<file path="src/rtl/cnn_conv_3x3_lane_sched.sv">
// cnn_conv_3x3_lane_sched
// Front-end sequencer for the 8-lane 3x3 convolution block. It accepts one
// weight stream and one channel-interleaved pixel stream, registers each
// accepted word and marks the lane that owns its input channel with a one-hot
// select. It also runs frame control: weight load, pixel stream, then drain
// until the last adder-tree result has been counted.
module cnn_conv_3x3_lane_sched #(
    parameter int DATA_WIDTH      = 32,
    parameter int IMAGE_WIDTH     = 612,
    parameter int IMAGE_HEIGHT    = 612,
    parameter int CHANNEL_NUM_IN  = 64,
    parameter int CHANNEL_NUM_OUT = 64,
    parameter int KERNEL          = 3
) (
    input  logic                  clk,
    input  logic                  reset,
    input  logic                  start,
    input  logic                  stride2_cfg,
    input  logic                  valid_weight_in,
    input  logic [DATA_WIDTH-1:0] weight_in,
    output logic                  weight_ready,
    input  logic                  valid_in,
    input  logic [DATA_WIDTH-1:0] pxl_in,
    output logic                  pxl_ready,
    input  logic                  res_valid,
    output logic [DATA_WIDTH-1:0] weight_out,
    output logic [7:0]            valid_weight_out,
    output logic [DATA_WIDTH-1:0] pxl_out,
    output logic [7:0]            valid_pxl_out,
    output logic                  stride2,
    output logic                  busy,
    output logic                  done
);

    // Each of the eight lanes owns a contiguous block of LANE_CH input channels.
    localparam int LANE_CH = CHANNEL_NUM_IN / 8;
    localparam int KK      = KERNEL * KERNEL;
    localparam int P_TOTAL = IMAGE_WIDTH * IMAGE_HEIGHT * CHANNEL_NUM_IN;
    localparam int R_FULL  = CHANNEL_NUM_OUT * IMAGE_WIDTH * IMAGE_HEIGHT;
    localparam int R_HALF  = CHANNEL_NUM_OUT * (IMAGE_WIDTH / 2) * (IMAGE_HEIGHT / 2);

    localparam int TAP_W = $clog2(KK + 1);
    localparam int SUB_W = $clog2(LANE_CH + 1);
    localparam int OCH_W = $clog2(CHANNEL_NUM_OUT + 1);
    localparam int P_W   = $clog2(P_TOTAL + 1);
    localparam int R_W   = $clog2(R_FULL + 1);

    localparam logic [TAP_W-1:0] TAP_LAST = TAP_W'(KK - 1);
    localparam logic [SUB_W-1:0] SUB_LAST = SUB_W'(LANE_CH - 1);
    localparam logic [OCH_W-1:0] OCH_LAST = OCH_W'(CHANNEL_NUM_OUT - 1);
    localparam logic [P_W-1:0]   PCNT_LAST = P_W'(P_TOTAL - 1);
    localparam logic [2:0]       LANE_LAST = 3'd7;

    localparam logic [1:0] ST_IDLE   = 2'd0;
    localparam logic [1:0] ST_LOAD_W = 2'd1;
    localparam logic [1:0] ST_STREAM = 2'd2;
    localparam logic [1:0] ST_DRAIN  = 2'd3;

    logic [1:0]       state;

    // Weight position: tap within kernel, channel within lane, lane, output channel.
    // The input channel index is carried as (w_lane, w_sub) so the lane needs no divider.
    logic [TAP_W-1:0] tap;
    logic [SUB_W-1:0] w_sub;
    logic [2:0]       w_lane;
    logic [OCH_W-1:0] och;

    // Pixel position: channel within lane, lane, and total accepted pixel words.
    logic [SUB_W-1:0] p_sub;
    logic [2:0]       p_lane;
    logic [P_W-1:0]   pcnt;

    // Adder-tree results seen this frame, saturating at the frame's target.
    logic [R_W-1:0]   rcnt;
    logic [R_W-1:0]   r_target;

    logic frame_start;
    logic w_xfer;
    logic p_xfer;
    logic res_hit;
    logic w_last;
    logic p_last;
    logic r_reached;

    assign weight_ready = (state == ST_LOAD_W);
    assign pxl_ready    = (state == ST_STREAM);
    assign busy         = (state != ST_IDLE);

    assign frame_start = (state == ST_IDLE) && start;
    assign w_xfer      = valid_weight_in && weight_ready;
    assign p_xfer      = valid_in && pxl_ready;
    assign res_hit     = res_valid && (state != ST_IDLE);

    assign w_last = w_xfer && (tap == TAP_LAST) && (w_sub == SUB_LAST)
                    && (w_lane == LANE_LAST) && (och == OCH_LAST);
    assign p_last = p_xfer && (pcnt == PCNT_LAST);

    assign r_target  = stride2 ? R_W'(R_HALF) : R_W'(R_FULL);
    assign r_reached = (rcnt == r_target)
                       || (res_valid && (rcnt == (r_target - R_W'(1))));

    // Frame-level FSM: IDLE -> LOAD_W -> STREAM -> DRAIN -> IDLE.
    always_ff @(posedge clk) begin
        if (reset) begin
            state <= ST_IDLE;
        end else begin
            case (state)
                ST_IDLE:   if (start)     state <= ST_LOAD_W;
                ST_LOAD_W: if (w_last)    state <= ST_STREAM;
                ST_STREAM: if (p_last)    state <= ST_DRAIN;
                ST_DRAIN:  if (r_reached) state <= ST_IDLE;
                default:                  state <= ST_IDLE;
            endcase
        end
    end

    // Stride mode is captured once per frame and held until the next accepted start.
    always_ff @(posedge clk) begin
        if (reset) begin
            stride2 <= 1'b0;
        end else if (frame_start) begin
            stride2 <= stride2_cfg;
        end
    end

    // Done pulses for exactly the cycle following the DRAIN exit.
    always_ff @(posedge clk) begin
        if (reset) begin
            done <= 1'b0;
        end else begin
            done <= (state == ST_DRAIN) && r_reached;
        end
    end

    // Weight position counters: tap fastest, then input channel, then output channel.
    always_ff @(posedge clk) begin
        if (reset || frame_start) begin
            tap    <= '0;
            w_sub  <= '0;
            w_lane <= '0;
            och    <= '0;
        end else if (w_xfer) begin
            if (tap == TAP_LAST) begin
                tap <= '0;
                if (w_sub == SUB_LAST) begin
                    w_sub <= '0;
                    if (w_lane == LANE_LAST) begin
                        w_lane <= '0;
                        och    <= (och == OCH_LAST) ? '0 : och + OCH_W'(1);
                    end else begin
                        w_lane <= w_lane + 3'd1;
                    end
                end else begin
                    w_sub <= w_sub + SUB_W'(1);
                end
            end else begin
                tap <= tap + TAP_W'(1);
            end
        end
    end

    // Pixel counters: the channel position wraps every CHANNEL_NUM_IN words.
    always_ff @(posedge clk) begin
        if (reset || frame_start) begin
            p_sub  <= '0;
            p_lane <= '0;
            pcnt   <= '0;
        end else if (p_xfer) begin
            pcnt <= pcnt + P_W'(1);
            if (p_sub == SUB_LAST) begin
                p_sub  <= '0;
                p_lane <= (p_lane == LANE_LAST) ? 3'd0 : p_lane + 3'd1;
            end else begin
                p_sub <= p_sub + SUB_W'(1);
            end
        end
    end

    // Result counter: counts in any busy state and stops at the target so that
    // early results during STREAM cannot overflow it.
    always_ff @(posedge clk) begin
        if (reset || frame_start) begin
            rcnt <= '0;
        end else if (res_hit && (rcnt != r_target)) begin
            rcnt <= rcnt + R_W'(1);
        end
    end

    // Weight output register: data holds, the lane select is a one-cycle strobe.
    always_ff @(posedge clk) begin
        if (reset) begin
            weight_out       <= '0;
            valid_weight_out <= '0;
        end else if (w_xfer) begin
            weight_out       <= weight_in;
            valid_weight_out <= 8'b1 << w_lane;
        end else begin
            valid_weight_out <= '0;
        end
    end

    // Pixel output register: data holds, the lane select is a one-cycle strobe.
    always_ff @(posedge clk) begin
        if (reset) begin
            pxl_out       <= '0;
            valid_pxl_out <= '0;
        end else if (p_xfer) begin
            pxl_out       <= pxl_in;
            valid_pxl_out <= 8'b1 << p_lane;
        end else begin
            valid_pxl_out <= '0;
        end
    end

endmodule
</file>
<file path="config.mk">
export PLATFORM = sky130hd
export DESIGN_NAME = cnn_conv_3x3_lane_sched
export DESIGN_NICKNAME = d
export VERILOG_FILES = /design/src/rtl/cnn_conv_3x3_lane_sched.sv
export SDC_FILE = /design/constraint.sdc
export NUM_CORES = 1
export LEC_CHECK = 0
export BUFFER_PORTS_ARGS = -buffer_cell sky130_fd_sc_hd__buf_2
export CAP_MARGIN = 20
export CORE_MARGIN = 4
export CORE_UTILIZATION = 46
export CTS_CLUSTER_SIZE = 30
export DETAILED_ROUTE_END_ITERATION = 12
export GPL_TIMING_DRIVEN = 0
export PLACE_DENSITY = 0.7
export RECOVER_POWER = 100
export SYNTH_ARGS = -nofsm -noshare
export SYNTH_HDL_FRONTEND = slang
export SYNTH_SLANG_ARGS = --single-unit
export TNS_END_PERCENT = 30
</file>
<file path="constraint.sdc">
create_clock -name clk -period 3.4 [get_ports clk]
set_input_delay 0.51 -clock clk [delete_from_list [all_inputs] [get_ports clk]]
set_output_delay 0.51 -clock clk [all_outputs]
set_load 0.02 [all_outputs]
</file>
# Word-level counts from Yosys, hierarchy flattened
# Index checks and enable logic that the tools add are counted.
[totals] reg_bits=159 inputBits=71 romBits=0 mem_count=0 out_inout_bits=85 mem_bits_rw=0 latchBits=0 wordCells=80
[classes] order_cmp=0 eq_ne=17 n_div=0 addsub=9 bitwise_logic=2 multipliers=0 n_shift=2 mux=12 reduce_logical=23
[op_table] cell="$add 25x1->25 const B" n=2
[op_table] cell="$eq 25x25->1" n=2
[op_table] cell="$eq 25x25->1 const B" n=1
[op_table] cell="$mux 25" n=1
[op_table] cell="$ne 25x25->1" n=1
[op_table] cell="$sub 25x1->25 const B" n=1
[op_table] cell="$shl 1x3->8 const A" n=2
[op_table] cell="$add 4x1->4 const B" n=3
[op_table] cell="$logic_and 1x1->1" n=12
[op_table] cell="$mux 4" n=3
[op_table] cell="$eq 4x3->1 const B" n=2
[op_table] cell="$mux 2" n=4
[op_table] cell="$pmux 2 s4" n=1
[op_table] cell="$reduce_and 4->1" n=2
[op_table] cell="$add 7x1->7 const B" n=1
[op_table] cell="$eq 7x6->1 const B" n=1
[op_table] cell="$mux 7" n=1
[op_table] cell="$add 3x1->3 const B" n=2
[op_table] cell="$eq 3x3->1 const B" n=2
[op_table] cell="$mux 3" n=2
[op_table] cell="$eq 2x2->1 const B" n=2
[op_table] cell="$eq 4x4->1 const B" n=1
[op_table] cell="$ne 2x1->1 const B" n=2
[op_table] cell="$ne 2x2->1 const B" n=2
[op_table] cell="8 further kinds" n=12

# Logic depth before layout (Yosys ltp)
[logic_depth] ltp_word=8 depth_mapped=9 depth_no_buf=8

# Least setup slack after synthesis
# No wires, ideal clock.
[synth_timing] path_type="reg-to-reg" from="reg state[1]" to="reg state[0]" t_arrival_ps=2592 setup_time_ps=66 path_slack_ps=742 path_buffers=1 stages_incl_launch_ff=10 synth_period_minus_slack_ps=2658 required_ps=3334 path_cell_list="dfxtp_1 -> inv_1 -> ha_1 -> nand2_1 -> or3_1 -> buf_6 -> or4_4 -> a221o_1 -> a221o_1 -> a21oi_2"
[synth_via] elab_chain_len=8 elab_cells_between_ends=17 cone_classes="eq/ne: 7; mux: 1; reduce/logical: 9"
[synth_lines] element="start: declaration" line="59" text="logic [1:0] state;"
[synth_lines] element="start signal: assignment" line="105" text="state <= ST_IDLE;"
[synth_lines] element="start signal: assignment" line="108" text="ST_IDLE: if (start) state <= ST_LOAD_W;"
[synth_lines] element="start signal: assignment" line="109" text="ST_LOAD_W: if (w_last) state <= ST_STREAM;"
[synth_lines] element="$eq 2x1->1 *" line="85" text="assign weight_ready = (state == ST_LOAD_W);"
[synth_lines] element="via weight_ready" line="21" text="output logic weight_ready,"
[synth_lines] element="$logic_and 1x1->1" line="90" text="assign w_xfer = valid_weight_in && weight_ready;"
[synth_lines] element="$logic_and 1x1->1 (2 in a row)" line="94" text="assign w_last = w_xfer && (tap == TAP_LAST) && (w_sub == SUB_LAST)"
[synth_lines] element="$logic_and 1x1->1 (2 in a row)" line="95" text="&& (w_lane == LANE_LAST) && (och == OCH_LAST);"
[synth_lines] element="$ne 2x1->1 (no source line)"
[synth_lines] element="$reduce_and 4->1 (no source line)"
# Mark *: on every way through the listed nets, which the timed path passes. The rest lies on a longest branch.
# A chain may end at the register's enable or synchronous reset.

# Worst setup path after layout
[layout_timing] from="reg state[1]" to="reg state[1]"
[layout_via] elab_chain_len=8 elab_cells_between_ends=17 cone_classes="eq/ne: 7; mux: 1; reduce/logical: 9"
[layout_lines] element="$eq 2x1->1" line="85, 107"
[layout_lines] element="$logic_and 1x1->1" line="90"
[layout_lines] element="$logic_and 1x1->1 (2 in a row)" line="94"
[layout_lines] element="$logic_and 1x1->1 (2 in a row)" line="95"
[layout_lines] element="$ne 2x1->1 (no source line)"
[layout_lines] element="$reduce_and 4->1 (no source line)"
# Parallel ways exist; a longest one is shown, timed or not.

==> reports/metrics.json <==
{
  "clk_latency": {"value": 430, "unit": "ps"},
  "die-area": {"value": 16200, "unit": "um^2"},
  "floorplan.initialDensity": {"value": 47.1, "unit": "%"},
  "pin_count": {"value": 156},
  "finalSetupViolCount": {"value": 0},
  "arrival": {"value": 3280, "unit": "ps"},
  "die_width": {"value": 127, "unit": "um"},
  "num_vias": {"value": 5719},
  "dp_hpwl": {"value": 11.3, "unit": "mm"},
  "std_cell_rows": {"value": 43},
  "share_of_synthesized_area_occupied_by_flip_flops_and_latches": {"value": 48.5, "unit": "%"},
  "mostFrequentLayoutCell": {"value": "sky130_fd_sc_hd__nand2_1"},
  "share_of_synthesized_cell_area_in_and_or_nand_and_nor_gates": {"value": 27.1, "unit": "%"},
  "most_used_cells_in_the_layout_excluding_fill_and_tap_cells": {"value": "173 x sky130_fd_sc_hd__nand2_1, 159 x sky130_fd_sc_hd__dfxtp_1, 123 x sky130_fd_sc_hd__clkbuf_1"},
  "timing.slew.headroom": {"value": 53.5, "unit": "%"},
  "finalCritPeriodShare": {"value": 86.0, "unit": "%"},
  "ff2ff_path_depth": {"value": 9},
  "synth-compound-area-share": {"value": 10.2, "unit": "%"},
  "final_layout_size_suffix_gt1_share": {"value": 11.4, "unit": "%"},
  "grt_pass1_vias": {"value": 5465},
  "register_bit_total_from_synthesis": {"value": 159},
  "muxShareOfSynthArea": {"value": 1.09, "unit": "%"},
  "final_cell_count_no_fill": {"value": 1139},
  "synth_warnings": {"value": 0},
  "count_of_flip_flops_with_a_built_in_enable_after_synthesis": {"value": 0},
  "report.final.hold_viol_count": {"value": 0},
  "period_needed": {"value": 2920, "unit": "ps"},
  "tritoncts_clock_tree": {"value": "yes"},
  "worst-setup-path-type": {"value": "reg -> reg"},
  "total_leakage_power": {"value": 2.86, "unit": "nW"},
  "min_path_cells": {"value": 3},
  "num-nets-final": {"value": 1042},
  "critical_path.startpoint_type": {"value": "register"},
  "place.port_buffers": {"value": 155},
  "number_of_antenna_violations_at_the_first_check_in_global_routing": {"value": 0},
  "final-max-slew-violation-count": {"value": 0},
  "design.core.area": {"value": 13900, "unit": "um^2"},
  "antenna-diode-count": {"value": 0},
  "clock.fmax": {"value": 342, "unit": "MHz"},
  "dp_worst_setup_slack": {"value": 633, "unit": "ps"},
  "worst_skew": {"value": 11.7, "unit": "ps"},
  "powerDensity": {"value": 603, "unit": "nW/um^2"},
  "max-clock-path-buffers": {"value": 2},
  "synthesis.area_per_instance": {"value": 8.46, "unit": "um^2"},
  "routed_wl_per_cell": {"value": 13.8, "unit": "um"},
  "flow.area_growth_from_synthesis": {"value": 22.5, "unit": "%"},
  "cp.required": {"value": 3760, "unit": "ps"},
  "holdCritStartpoint": {"value": "weight_in[12]"},
  "synth_top_family_by_area": {"value": "simple AND/OR/NAND/NOR gates"},
  "htree_num_levels": {"value": 4},
  "status": {"value": "completed"},
  "area_share_of_xor_xnor_cells_in_the_synthesized_design": {"value": 5.74, "unit": "%"},
  "drt-vias-per-instance": {"value": 5.02},
  "maximum_fanout_along_the_worst_path": {"value": 9},
  "netlist_area": {"value": 6560, "unit": "um^2"},
  "postRouteWirelength": {"value": 15.7, "unit": "mm"},
  "antenna_violating_nets_post_route": {"value": 0},
  "post-place-cells": {"value": 1110},
  "grt_max_degree": {"value": 17},
  "clkTransAtPathRegs": {"value": 60, "unit": "ps"},
  "cap_viol_max_count": {"value": 0},
  "adder_and_majority_gate_portion_of_the_synthesized_area": {"value": 4.20, "unit": "%"},
  "synth_cells": {"value": 775},
  "synth_cell_types": {"value": 49},
  "finalWorstSetupSlack": {"value": 476, "unit": "ps"},
  "fin_setup_tns": {"value": 0, "unit": "ps"},
  "worst_r2r_startpoint": {"value": "state[1]"},
  "timing.critical_path.to_type": {"value": "register"},
  "worst_pin_slew": {"value": 697, "unit": "ps"},
  "final_global_route_overflow_total": {"value": 0},
  "drc_violation_count_after_routing": {"value": 0},
  "clk_root_buffer_cell": {"value": "sky130_fd_sc_hd__clkbuf_16"},
  "postCtsHoldBufs": {"value": 0},
  "rsz0062_at_grt": {"value": "no"},
  "global_route.usage.total": {"value": 19.9, "unit": "%"},
  "cts_inserted_buffers": {"value": 17},
  "gpl.final_weighted_congestion": {"value": 0.851},
  "initialDrtViolationCount": {"value": 301},
  "power_consumption": {"value": 4.84, "unit": "mW"},
  "maximum_ir_drop_on_the_vdd_rail": {"value": 0.000376, "unit": "V"},
  "ys.flop_type": {"value": "sky130_fd_sc_hd__dfxtp_1"},
  "synth-async-reset-ratio": {"value": 0, "unit": "%"},
  "wire_length_of_the_first_global_routing_pass": {"value": 26.2, "unit": "mm"},
  "mappedNetlistNets": {"value": 868},
  "clock_sinks": {"value": 159},
  "worst_setup_path_startpoint": {"value": "state[1]"},
  "post_cts.repair.setup_buffers": {"value": 0},
  "post_cts_resized": {"value": 0},
  "drt-pass1-iter-count": {"value": 5},
  "floorplan.die.height": {"value": 127, "unit": "um"},
  "hp-class": {"value": "in -> reg"}
}
## Yosys cell counts (2+ instances only)
cell / number / area share [%]
sky130_fd_sc_hd__nand2_1: 173 / 9.9
sky130_fd_sc_hd__dfxtp_1: 159 / 49
sky130_fd_sc_hd__a21oi_1: 91 / 6.9
sky130_fd_sc_hd__nor2_1: 63 / 3.6
sky130_fd_sc_hd__clkbuf_1: 28 / 1.6
sky130_fd_sc_hd__xor2_1: 24 / 3.2
sky130_fd_sc_hd__ha_1: 22 / 4.2
sky130_fd_sc_hd__xnor2_1: 19 / 2.5
sky130_fd_sc_hd__and2_1: 18 / 1.7
sky130_fd_sc_hd__nor3_1: 18 / 1.4
sky130_fd_sc_hd__nand3_1: 17 / 1.3
sky130_fd_sc_hd__nand4_1: 17 / 1.6
sky130_fd_sc_hd__inv_1: 15 / 0.86
sky130_fd_sc_hd__o21ai_0: 15 / 1.1
sky130_fd_sc_hd__or3_1: 11 / 1.0
sky130_fd_sc_hd__buf_1: 9 / 0.52
sky130_fd_sc_hd__nor3b_1: 8 / 0.92
sky130_fd_sc_hd__mux2i_1: 6 / 0.92
sky130_fd_sc_hd__nand2b_1: 6 / 0.57
sky130_fd_sc_hd__nor4b_1: 6 / 0.80
sky130_fd_sc_hd__and4_1: 5 / 0.67
sky130_fd_sc_hd__nor4_1: 5 / 0.48
sky130_fd_sc_hd__a31o_2: 4 / 0.53
sky130_fd_sc_hd__and3_1: 4 / 0.38
sky130_fd_sc_hd__and4b_1: 3 / 0.46
sky130_fd_sc_hd__nand3b_1: 3 / 0.34
sky130_fd_sc_hd__a221o_1: 2 / 0.31
sky130_fd_sc_hd__nor4bb_1: 2 / 0.31
sky130_fd_sc_hd__or4_1: 2 / 0.23
## cell families after synthesis
family,count (synthesis)
simple gates,370
flops,159
compound gates,121
buf+inv,53
xor+xnor,43
fa+ha+maj,22
mux,7
## worst paths after layout
| kind | to | slack [ps] |
|---|---|---|
| setup reg to reg | state[1] | 480 |
| hold / removal | weight_out[12] | 310 |
| setup / recovery | state[1] | 480 |
| hold reg to reg | weight_out[25] | 450 |
## routing by layer
layer  part of all wire (%)  GRT usage (%)  up-vias
met1                     44           25.4     2596
met2                     48           31.7      132
met3                    7.0           6.61       19
li1                       -              -     2972
met5                      0              0        -
met4                    1.2           6.69        0
## worst max-delay path, cell delays in order (launching register included)
cell and delay (ps):
sky130_fd_sc_hd__dfxtp_1 340, sky130_fd_sc_hd__inv_1 80, sky130_fd_sc_hd__ha_1 270, sky130_fd_sc_hd__nand2_1 140, sky130_fd_sc_hd__or3_1 380, sky130_fd_sc_hd__clkbuf_1 220, sky130_fd_sc_hd__or4_1 620, sky130_fd_sc_hd__a221o_1 340
sky130_fd_sc_hd__a21oi_1 250, sky130_fd_sc_hd__mux2i_1 220
## report_power, final
group	leakage [nW]	total [mW]	switching, mW	internal, mW
Sequential	1.28	2.06	0.0734	1.98
Clock	0.294	1.90	0.714	1.18
Combinational	1.28	0.884	0.629	0.255
Total	2.86	4.84	1.42	3.42
## state kept, by name (all words and copies together) (netlist names)
signal and cells:
stride2 1, state 2, w_sub 4, weight_out 32
och 7, w_lane 3, valid_pxl_out 8, tap 4
pxl_out 32, p_lane 3, p_sub 4, valid_weight_out 8
pcnt 25, done 1, rcnt 25
## cell type report
type	count	area (um^2)
well taps	180	225
fillers	1349	5900
repair buffers	155	668
clock buffers	24	512
clock inverters	5	78.8
flip-flops and latches	159	3180
multi-input cells	563	3160
inverters	15	56.3
plain buffers	38	143
## metrics by stage
step	utilization [%]	cell area, um^2	hold slack (ps)
floorplan	-	6560	435
global placement	54.2	7560	439
detailed placement	54.2	7560	443
CTS	58.5	8150	301
global route	57.6	8030	311
finish	57.6	8030	314
No activity file was read; power rests on OpenSTA's default activity.
